### src/rtl/count_pkg.sv
// Shared encodings for the counter device and its count-enable generator.
// Pure definitions: no logic, no latency, no flow control.
package count_pkg;

  typedef enum logic [1:0] {
    ST_IDLE = 2'd0,
    ST_RUN  = 2'd1,
    ST_STEP = 2'd2
  } state_t;

  localparam int DEB_CYCLES_DEF = 4;
  localparam int DIV_DEF        = 10;

endpackage

### src/rtl/btn_debounce.sv
// Synchronise and debounce one raw button; rise is a registered one-cycle pulse.
// Raw edge to level change takes 2 + DEB_CYCLES edges; rise follows one edge later. No backpressure.
module btn_debounce #(
  parameter int DEB_CYCLES = 4
) (
  input  logic clk,
  input  logic r,
  input  logic raw,
  output logic level,
  output logic rise
);

  localparam int CW = $clog2(DEB_CYCLES + 1);
  localparam logic [CW-1:0] CNT_LAST = CW'(DEB_CYCLES - 1);

  logic          sync1;
  logic          sync2;
  logic          stable;
  logic          stable_d;
  logic [CW-1:0] cnt;

  always_ff @(posedge clk or posedge r) begin
    if (r) begin
      sync1    <= 1'b0;
      sync2    <= 1'b0;
      stable   <= 1'b0;
      stable_d <= 1'b0;
      rise     <= 1'b0;
      cnt      <= '0;
    end else begin
      sync1    <= raw;
      sync2    <= sync1;
      stable_d <= stable;
      rise     <= stable & ~stable_d;
      // Any bounce back to the accepted level restarts the qualification window.
      if (sync2 == stable) begin
        cnt <= '0;
      end else if (cnt == CNT_LAST) begin
        stable <= sync2;
        cnt    <= '0;
      end else begin
        cnt <= cnt + CW'(1);
      end
    end
  end

  assign level = stable;

endmodule

### src/rtl/count_enable_gen.sv
// RUN/STEP button front end producing the counter's count-enable EC.
// EC and busy are registered; FSM reacts one edge after a debounced rise. No backpressure.
module count_enable_gen
  import count_pkg::*;
#(
  parameter int DEB_CYCLES = DEB_CYCLES_DEF,
  parameter int DIV        = DIV_DEF
) (
  input  logic clk,
  input  logic r,
  input  logic btn_run,
  input  logic btn_step,
  output logic EC,
  output logic busy
);

  localparam int DIV_W = $clog2(DIV + 1);
  localparam logic [DIV_W-1:0] DIV_LAST = DIV_W'(DIV - 1);

  state_t           state;
  state_t           next_state;
  logic [DIV_W-1:0] div_cnt;
  logic [DIV_W-1:0] div_nxt;
  logic             ec_nxt;
  logic             busy_nxt;
  logic             run_rise;
  logic             step_rise;
  logic             run_level;
  logic             step_level;
  logic             unused_levels;

  btn_debounce #(.DEB_CYCLES(DEB_CYCLES)) u_deb_run (
    .clk   (clk),
    .r     (r),
    .raw   (btn_run),
    .level (run_level),
    .rise  (run_rise)
  );

  btn_debounce #(.DEB_CYCLES(DEB_CYCLES)) u_deb_step (
    .clk   (clk),
    .r     (r),
    .raw   (btn_step),
    .level (step_level),
    .rise  (step_rise)
  );

  // Only edges act here; the levels are left for observation.
  assign unused_levels = run_level ^ step_level;

  always_ff @(posedge clk or posedge r) begin
    if (r) begin
      state   <= ST_IDLE;
      div_cnt <= '0;
      EC      <= 1'b0;
      busy    <= 1'b0;
    end else begin
      state   <= next_state;
      div_cnt <= div_nxt;
      EC      <= ec_nxt;
      busy    <= busy_nxt;
    end
  end

  always_comb begin
    next_state = ST_IDLE;
    case (state)
      ST_IDLE: begin
        if (run_rise)       next_state = ST_RUN;
        else if (step_rise) next_state = ST_STEP;
        else                next_state = ST_IDLE;
      end
      ST_RUN:  next_state = run_rise ? ST_IDLE : ST_RUN;
      ST_STEP: next_state = ST_IDLE;
      default: next_state = ST_IDLE;
    endcase
  end

  always_comb begin
    busy_nxt = (next_state == ST_RUN);
    ec_nxt   = ((state == ST_RUN) && (div_cnt == DIV_LAST)) || (state == ST_STEP);
    // Prescaler restarts from zero on every RUN entry; no partial period survives.
    div_nxt  = '0;
    if ((state == ST_RUN) && (next_state == ST_RUN)) begin
      div_nxt = (div_cnt == DIV_LAST) ? '0 : div_cnt + DIV_W'(1);
    end
  end

endmodule

### config.mk
export PLATFORM = sky130hd
export DESIGN_NAME = count_enable_gen
export DESIGN_NICKNAME = d
export VERILOG_FILES = /design/src/rtl/count_pkg.sv /design/src/rtl/btn_debounce.sv /design/src/rtl/count_enable_gen.sv
export SDC_FILE = /design/constraint.sdc
export NUM_CORES = 1
export LEC_CHECK = 0
export CAP_MARGIN = 20
export CORE_AREA = 3 3 48 50
export CTS_BUF_LIST = sky130_fd_sc_hd__clkbuf_8 sky130_fd_sc_hd__clkbuf_16
export DETAILED_ROUTE_END_ITERATION = 16
export DIE_AREA = 0 0 51 53
export DONT_BUFFER_PORTS = 1
export GPL_ROUTABILITY_DRIVEN = 0
export GPL_TIMING_DRIVEN = 0
export HOLD_SLACK_MARGIN = 0.02
export PLACE_DENSITY = 0.61
export SLEW_MARGIN = 10
export SYNTH_ARGS = -nofsm -noshare
export SYNTH_HDL_FRONTEND = slang
export SYNTH_SLANG_ARGS = --single-unit
### constraint.sdc
create_clock -name clk -period 3.4 [get_ports clk]
set_input_delay 0.17 -clock clk [delete_from_list [all_inputs] [get_ports clk]]
set_output_delay 0.17 -clock clk [all_outputs]
set_load 0.1 [all_outputs]
==> qor.csv <==
metric;value;unit
sw power;0.278;mW
total negative slack;0;ps
share of cells above drive strength 1;8.82;%
Avg WL per Cell;10.8;um
worst-margin pin slew;878;ps
global route overflow;0;
Clock power frac;22.6;%
P_int;0.550;mW
largest net degree at the start of global routing;25;
CP Data Required Time;3230;ps
number of synthesized register bits;24;
area delta synth->final;13.8;%
Net Sw Frac;33.5;%
Seq pwr share;59.9;%
most frequent cells in the layout;dfrtp_1, nor2_1, nor2b_1;
Tmin final;1350;ps
Synth cell types;16;
CTS Buf Count;3;
clock skew;3.63;ps
Netlist Area Pre-Place;858;um2
DP HPWL;699;um
drt total wl;1030;um
RSZ-0062 raised after global routing;no;
slack of the worst reg-to-reg path;2140;ps
Clk pin slew, worst setup/hold paths;80;ps
share of the synthesized area in the top cell type;70.0;%
DRT iter0 DRCs;2;
worst-skew pair later-pin latency;260;ps
non-filler cells, final;95;
outcome;finished clean;
Critical Path AT;1180;ps
Fin. Hold Viols;0;
dpl cells;88;
Final Util;50.3;%
Max IR drop VDD;0.434;mV
critical path class;flop to primary output;
post-route DRC violation count;0;
io pins;6;
hold wc startpoint;u_deb_run.sync1;
min-delay worst type;flop to flop;
Power, Total;0.828;mW
Max Freq;742;MHz
Final ANT Viol Nets;0;
synthesized net count;69;
Pleak;0.448;nW
Slew HR;41.4;%
Avg Vias per Cell;4.60;
die footprint;2700;um2
Overall Global Routing Usage;10.5;%
Cell Rows;16;
Reg-to-Reg Start;div_cnt[1];
Placed Area;892;um2
Die Span Y;53;um
Mapped Cells;61;
Syn Area/Cell;14.1;um2
NumNets Final;77;
Die X;51;um
Syn. warnings;0;
dominant cell type by area after synthesis;dfrtp_1;
CP Max Fanout;1;
IO buf count;0;
TritonCTS clock tree;yes;
Setup crit start kind;flop;
Hold Crit Depth;0;
FILL cells;184;
Synth area leaders;dfrtp_1, ha_1, xnor2_1, nor2b_1, nor2_1;
logic gate share of total power;17.5;%
setup slack at placement;2140;ps
clock root cell;clkbuf_8;
register area share after synthesis;70.0;%
Via Count;437;
most common cell after layout, fill and taps aside;dfrtp_1;
Fin Hold WS;354;ps
H-tree depth;1;
Pwr per Cell Area;847;nW/um2
Initial DRT Pass Iterations;2;
first-pass GRT wire length;1950;um
vias in the first global route;458;
Hold Crit Endpoint;u_deb_run.sync2;
reg2reg path depth;5;
initial antenna violation count;0;
clk sinks;24;
Max Slew Vio Count;0;
# Max-Cap Violations;0;
final period utilization;39.7;%
Crit. End Element;primary output;
ant diodes;0;
final setup fails;0;
maximum clock path buffer count;2;
R2R Path End;EC;
initial core utilization;44.2;%
Core ar.;1940;um2
post-route cell area;977;um2
Worst path depth;0;
post-cts sizing count;0;
final worst-path setup slack;2050;ps
## repair_timing
item                                   in CTS  in global routing
endpoints found under the hold margin      26                  0
hold buffers                                3                  0
setup buffers                               0                  0
## synth_stat cells
cell type	instances
nor2b_1	5
or4b_1	1
ha_1	4
xor2_1	1
dfrtp_1	24
nor3_1	2
nand3_1	1
nor4b_1	1
nand2_1	1
nor3b_1	3
nor2_1	7
xnor2_1	4
o211ai_1	1
o21ai_0	1
mux2_2	2
inv_1	3
## logic make-up (layout without fill, tap and decap cells)
family,Yosys count,count (layout),share of synthesized area (%)
compound gates,2,2,1.46
flops,24,24,70.0
mux,2,2,2.62
fa+ha+maj,4,4,5.83
simple gates,21,21,13.7
xor+xnor,5,5,5.10
buf+inv,3,10,1.31
## registers in the layout, summed over array words and instances, names as in the netlist, 2 cells and up
| signal | flops |
|---|---|
| div_cnt | 4 |
| u_deb_run.cnt | 3 |
| u_deb_step.cnt | 3 |
| state | 2 |
## layer usage
layer  global-route usage, %  share of wire (%)  vias up
li1                        -                  -      212
met1                    10.5                 45      212
met2                    17.4                 46        8
met3                    3.38                4.0        5
met4                    9.42                4.5        0
met5                       0                  0        -
## worst max path at each step
stage	start	end	slack, ps
3_3_place_gp	div_cnt[1]	EC	2170
2_1_floorplan	div_cnt[1]	EC	2210
4_1_cts	EC	EC	2040
5_1_grt	busy	busy	2020
3_5_place_dp	div_cnt[1]	EC	2140
6_report	busy	busy	2050
## power groups by stage
stage | logic (mW) | registers (mW) | clock network, mW
final | 0.145 | 0.496 | 0.187
after global routing | 0.171 | 0.512 | 0.205
after CTS | 0.149 | 0.498 | 0.198
after detailed placement | 0.146 | 0.504 | 0
after global placement | 0.139 | 0.500 | 0
after floorplan | 0.123 | 0.489 | 0
## layout make-up
class	count	area, um2	area share [%]
well taps	27	33.8	3.46
inverters	3	11.3	1.15
flip-flops and latches	24	601	61.5
multi-input cells	34	246	25.2
clock buffers	4	55.1	5.63
repair buffers	3	30.0	3.07
Note: power is estimated with default switching activity, not from simulation.
